--- src/rtl/btn_debounce_en.sv ---
// ---------------------------------------------------------------------------
// btn_debounce_en
//
// Debounces a raw mechanical button and produces the d/en pair for a
// downstream enable flip-flop, plus direction strobes.
//
// The raw input is brought into the clock domain by a two-flop synchronizer.
// A four-state FSM then requires the synchronized level to stay at its new
// value for STABLE_CNT consecutive cycles before the change is accepted.
//
// Parameters
//   STABLE_CNT : consecutive synchronized cycles needed to accept a change (1..255)
//   CNT_W      : qualification counter width (must be able to hold STABLE_CNT)
//
// Ports
//   clk      : clock, rising edge
//   rst_a    : asynchronous reset, active low
//   srst     : synchronous clear, active high (synchronizer keeps sampling)
//   btn      : raw, asynchronous, bouncing button input
//   d_out    : debounced level (downstream flop d input)
//   en_pulse : one-cycle strobe on every accepted change (downstream flop en)
//   rise     : one-cycle strobe on an accepted 0->1 change
//   fall     : one-cycle strobe on an accepted 1->0 change
//   busy     : high while a candidate change is being qualified
// ---------------------------------------------------------------------------
module btn_debounce_en #(
  parameter int STABLE_CNT = 4,
  parameter int CNT_W      = 8
) (
  input  logic clk,
  input  logic rst_a,
  input  logic srst,
  input  logic btn,
  output logic d_out,
  output logic en_pulse,
  output logic rise,
  output logic fall,
  output logic busy
);

  typedef enum logic [1:0] {
    S_LOW   = 2'd0,
    S_CHK_H = 2'd1,
    S_HIGH  = 2'd2,
    S_CHK_L = 2'd3
  } state_t;

  // Count value at which the next agreeing sample completes qualification.
  localparam logic [CNT_W-1:0] LAST_CNT = CNT_W'(STABLE_CNT - 1);
  // With a one-cycle requirement the change is accepted straight from the
  // stable state, without passing through a check state.
  localparam bit DIRECT = (STABLE_CNT == 1);

  state_t           state_reg;
  logic [CNT_W-1:0] cnt_reg;
  logic             sync1_reg;
  logic             sync2_reg;

  // Two-flop synchronizer. Only the synchronous clear of the FSM is
  // affected by srst; the synchronizer keeps tracking the button.
  always_ff @(posedge clk or negedge rst_a) begin
    if (!rst_a) begin
      sync1_reg <= 1'b0;
      sync2_reg <= 1'b0;
    end else begin
      sync1_reg <= btn;
      sync2_reg <= sync1_reg;
    end
  end

  // Qualification FSM with registered outputs.
  always_ff @(posedge clk or negedge rst_a) begin
    if (!rst_a) begin
      state_reg <= S_LOW;
      cnt_reg   <= '0;
      d_out     <= 1'b0;
      en_pulse  <= 1'b0;
      rise      <= 1'b0;
      fall      <= 1'b0;
      busy      <= 1'b0;
    end else if (srst) begin
      state_reg <= S_LOW;
      cnt_reg   <= '0;
      d_out     <= 1'b0;
      en_pulse  <= 1'b0;
      rise      <= 1'b0;
      fall      <= 1'b0;
      busy      <= 1'b0;
    end else begin
      en_pulse <= 1'b0;
      rise     <= 1'b0;
      fall     <= 1'b0;
      case (state_reg)
        S_LOW: begin
          // In direct mode a change right after a strobe is held off one
          // cycle so strobes can never land on consecutive cycles.
          if (sync2_reg && !(DIRECT && en_pulse)) begin
            if (DIRECT) begin
              state_reg <= S_HIGH;
              d_out     <= 1'b1;
              en_pulse  <= 1'b1;
              rise      <= 1'b1;
            end else begin
              state_reg <= S_CHK_H;
              cnt_reg   <= CNT_W'(1);
              busy      <= 1'b1;
            end
          end
        end
        S_CHK_H: begin
          if (!sync2_reg) begin
            // Glitch: fall back silently.
            state_reg <= S_LOW;
            cnt_reg   <= '0;
            busy      <= 1'b0;
          end else if (cnt_reg == LAST_CNT) begin
            state_reg <= S_HIGH;
            cnt_reg   <= '0;
            busy      <= 1'b0;
            d_out     <= 1'b1;
            en_pulse  <= 1'b1;
            rise      <= 1'b1;
          end else begin
            cnt_reg <= cnt_reg + CNT_W'(1);
          end
        end
        S_HIGH: begin
          if (!sync2_reg && !(DIRECT && en_pulse)) begin
            if (DIRECT) begin
              state_reg <= S_LOW;
              d_out     <= 1'b0;
              en_pulse  <= 1'b1;
              fall      <= 1'b1;
            end else begin
              state_reg <= S_CHK_L;
              cnt_reg   <= CNT_W'(1);
              busy      <= 1'b1;
            end
          end
        end
        S_CHK_L: begin
          if (sync2_reg) begin
            state_reg <= S_HIGH;
            cnt_reg   <= '0;
            busy      <= 1'b0;
          end else if (cnt_reg == LAST_CNT) begin
            state_reg <= S_LOW;
            cnt_reg   <= '0;
            busy      <= 1'b0;
            d_out     <= 1'b0;
            en_pulse  <= 1'b1;
            fall      <= 1'b1;
          end else begin
            cnt_reg <= cnt_reg + CNT_W'(1);
          end
        end
        default: begin
          state_reg <= S_LOW;
          cnt_reg   <= '0;
          d_out     <= 1'b0;
          busy      <= 1'b0;
        end
      endcase
    end
  end

endmodule

--- config.mk ---
export PLATFORM = sky130hd
export DESIGN_NAME = btn_debounce_en
export DESIGN_NICKNAME = d
export VERILOG_FILES = /design/src/rtl/btn_debounce_en.sv
export SDC_FILE = /design/constraint.sdc
export NUM_CORES = 1
export LEC_CHECK = 0
export ABC_AREA = 1
export CORE_MARGIN = 1.5
export CORE_UTILIZATION = 50
export DETAILED_ROUTE_END_ITERATION = 10
export GPL_TIMING_DRIVEN = 0
export PLACE_DENSITY = 0.71
export SLEW_MARGIN = 40
export SYNTH_ARGS = -nofsm -noshare
export SYNTH_HDL_FRONTEND = slang
export SYNTH_SLANG_ARGS = --single-unit
--- constraint.sdc ---
create_clock -name clk -period 1.5 [get_ports clk]
set_input_delay 0.225 -clock clk [delete_from_list [all_inputs] [get_ports clk]]
set_output_delay 0.225 -clock clk [all_outputs]
set_load 0.05 [all_outputs]
---- After elaboration in Yosys (flattened, before gate mapping) ----
Index checks and enable logic that the tools add are counted.
storage, ports and cells
  bits in registers ....................... 17
  input port bits ......................... 4
  word-level logic and storage cells ...... 64
cells by class
  add/sub/neg operators ................... 1
  equality and inequality tests ........... 12
  muxes and demuxes ....................... 37
  reductions and logical operators ........ 5
operator list
  kind                                                 count
  2-to-1 mux 8 bit                                     6
  case mux 8 bit (4 select lines)                      1
  2-to-1 mux 1 bit                                     19
  inequality test 3 bit, second input constant         6
  2-to-1 mux 2 bit                                     7
  adder 8 x 1 -> 8 bit, second input constant          1
  equality test 8 x 2 -> 1 bit, second input constant  1
  inequality test 4 bit, second input constant         2
  case mux 2 bit (4 select lines)                      1
  AND reduction 5 bit                                  1
  equality test 2 bit, second input constant           2
  case mux 1 bit (2 select lines)                      2
  case mux 1 bit (4 select lines)                      1
  AND reduction 4 bit                                  1
  nonzero test 3 bit                                   1
  equality test 2 x 1 -> 1 bit, second input constant  1
  logical NOT 2 bit                                    1
  AND reduction 2 bit                                  1

---- Logic depth before layout (Yosys ltp) ----
  depth after elaboration ................. 5
  mapped depth ............................ 8
  gate-level depth less buffers ........... 8

---- Worst setup path before layout ----
Ideal clock, no wire load.
  kind .................................... reg-to-reg
  from .................................... register cnt_reg[0]
  to ...................................... register cnt_reg[5]
  library setup time ...................... 0.126 ns
  arrival time ............................ 1.133 ns
  required time ........................... 1.374 ns
  setup slack ............................. 0.241 ns
  stages on the path, launching flop included .. 9
  cells stage by stage .................... dfrtp_1 -> ha_1 -> inv_1 -> nor2_1 -> nand2_2 -> nand2_4 -> inv_2 -> nand3_1 -> o21ai_0
between the ends
  cells in the longest elaborated chain, start to end .. 5
  elaborated cells between the ends (all ways) .. 7
  those cells by class .................... add/sub (1); eq/ne (1); mux (5)
RTL lines
  item                                                                         RTL line  RTL
  from (decl)                                                                  55        logic [CNT_W-1:0] cnt_reg;
  from (signal assigned)                                                       124       cnt_reg <= cnt_reg + CNT_W'(1);
  from (signal assigned)                                                       154       cnt_reg <= cnt_reg + CNT_W'(1);
  adder 8 x 1 -> 8 bit / equality test 8 x 2 -> 1 bit (equally long branches)  n/a
  2-to-1 mux 8 bit *                                                           116, 146
  2-to-1 mux 8 bit (on tied branches)                                          142, 111
  case mux 8 bit (4 select lines) *                                            93        case (state_reg)
  2-to-1 mux 8 bit *                                                           81        end else if (srst) begin
Mark *: on every way between the ends. The rest lies on a longest branch, timed or not.
A chain may end at the register's enable or synchronous reset.

---- Final worst setup path ----
  from .................................... register d_out
  to ...................................... output d_out
RTL lines
  item                    RTL line  RTL
  from (decl)             34        output logic d_out,
  from (signal assigned)  76        d_out <= 1'b0;
  from (signal assigned)  84        d_out <= 1'b0;
  from (signal assigned)  100       d_out <= 1'b1;
No word-level cell between the ends.

==> summary.txt <==
crit path cell chain = dlygate4sd2_1
Tmin final = 1.422 ns
GR Util All Layers = 0.1887
Clk Latency, worst-skew pair = 0.30 ns
Worst Path Max Fanout = 2
clock slew at reported path FFs = 0.10 ns
drt drc = 0
number of global-route vias before repair = 637
Lkg Pwr = 0.5444 nW
WS Path Type = reg -> out
Rows = 15
routed len/inst = 10.95 µm
Comb power frac = 0.151
Initial Utilization = 0.5297
Starting DRT DRC Count = 2
max FFs per register = 8
Die Y = 45.54 µm
PwrDens = 851.8 nW/µm²
Sink Count = 17
Max-Cap Viols = 0
Clk network pwr share = 0.290
commonest non-fill, non-tap cell in the layout = nand2_1
final setup vio count = 0
Final Hold Fails = 0
CTS buffer count = 3
synthesis-stage register bit count = 17
vias = 724
Setup WS pre-CTS = 0.03624 ns
run status = finished clean
mean post-synth cell area = 7.935 µm²
Area Overhead vs Synth = 15.63%
NetSw = 0.2679 mW
Slowest-stage cell, CP = dlygate4sd2_1
PnR worst setup slack = 0.07848 ns
CTS Buffer Depth = 2
Crit path largest cell delay = 0.53 ns
HP Class = in -> reg
fin area = 1046 µm²
Slew Limit Fails = 0
Vias/cell = 4.763
CTS tree = done
io pins = 9
post-route ant nets = 0
Die Footprint = 2073 µm²
crit start category = register
share of power burned in registers = 0.559
slew margin rel. = 0.6740
ant diodes = 0
Yosys warnings = 0
number of antenna violations at the first check in global routing = 0
P_int = 0.6230 mW
switching share of power = 0.3007
CP endpoint kind = output port
Mapped Cells = 114
number of iterations in the first detailed-routing pass = 2
post-route clock period utilization = 0.9477
core area = 1708 µm²
first-pass GRT wire length = 2684 µm
most frequent cells in the layout = nand2_1, dfrtp_1, inv_1
post-detail-place hpwl = 1184 µm
register area share after synthesis = 0.4703
Worst Path Required = 1.27 ns
GPL Wtd Cong = 0.7951
critical path's top delay family = buffers and inverters
worst slew pin tran = 0.4909 ns
final wirelength = 1665 µm
CP Buf/Inv Count = 1
Post-Route Utilization = 0.6125
clock root cell = clkbuf_4
Worst Skew = 0.003248 ns
register area = 425.4 µm²
buffers added on ports = 8
largest net degree at the start of global routing = 18
worst vdd ir = 0.6615 mV
Syn Std Cell Area = 904.6 µm²
Fill cells = 144
synth unique cells = 20
FMAX = 703.5 MHz
Worst EP arrival = 1.20 ns
gr ovfl total = 0
multi-input logic area = 410.4 µm²
H-tree depth = 1
Syn Nets = 120
share of layout cells above drive strength 1 = 0.1496
Net count, final = 134
Die W = 45.54 µm
Post-DP Area = 1016 µm²
[metrics by stage]
step                      hold WS [ns]  instances  setup TNS (ns)  power [mW]
after CTS                       0.3521        151               0      0.8875
after global placement          0.3362        147               0      0.6400
final                           0.3478        152               0      0.8909
after floorplan               -0.07059        114               0      0.5976
after detailed placement        0.3716        147               0      0.6417
after global routing            0.3704        152       -0.001705      0.9225
[logic make-up after synthesis]
kind of cell    share of synthesized area
simple gates                       0.3485
buf+inv                           0.08161
flops                              0.4703
compound gates                    0.06224
fa+ha+maj                         0.02766
xor+xnor                         0.009684
[power groups by stage]
stage | clock (mW) | sequential, mW | combinational [mW]
floorplan | 0 | 0.518 | 0.0801
global placement | 0 | 0.505 | 0.135
detailed placement | 0 | 0.506 | 0.136
CTS | 0.257 | 0.497 | 0.134
global route | 0.271 | 0.501 | 0.151
finish | 0.258 | 0.498 | 0.134
[cell type report]
| class | count | area share |
|---|---|---|
| sequential | 17 | 0.4067 |
| multi-input combinational | 78 | 0.3923 |
| timing repair buffer | 9 | 0.07536 |
| inverter | 19 | 0.07057 |
| tap | 25 | 0.02990 |
| clock buffer | 4 | 0.02512 |
[what timing repair did]
action                                  4_1_cts  5_1_grt
hold buffers                                  0        1
endpoints found under the hold margin         0       17
resized for setup                             5        2
buffers inserted                              0        0
endpoints found under the setup margin        5        6
[Yosys cell counts, drive strengths merged]
master  instances  share of area
nand2          34           0.18
inv            19          0.082
dfrtp          17           0.47
nor2           15          0.079
nand3          13          0.072
a21oi           4          0.022
o21ai           3          0.017
ha              2          0.028
nor3            2          0.011
o211ai          2          0.017
nand4           1         0.0069
o22ai           1         0.0069
xor2            1         0.0097
[final timing paths]
path	end	cells past startpoint	slack, ns	start
min reg2reg	sync2_reg	0	0.41	sync1_reg
min	sync1_reg	1	0.35	btn
min in group asynchronous	d_out	2	0.37	rst_a
max in group asynchronous	cnt_reg[0]	2	0.85	rst_a
max	d_out	1	0.08	d_out
max reg2reg	cnt_reg[5]	8	0.09	cnt_reg[0]
[metal layers]
metal  share of wire  wire length (µm)  global-route usage
met5               0                 0                   0
met3           0.031                52             0.05952
met4           0.023                38             0.08824
met1            0.51               845              0.2634
met2            0.44               729              0.2648
(Power assumes the default switching activity.)
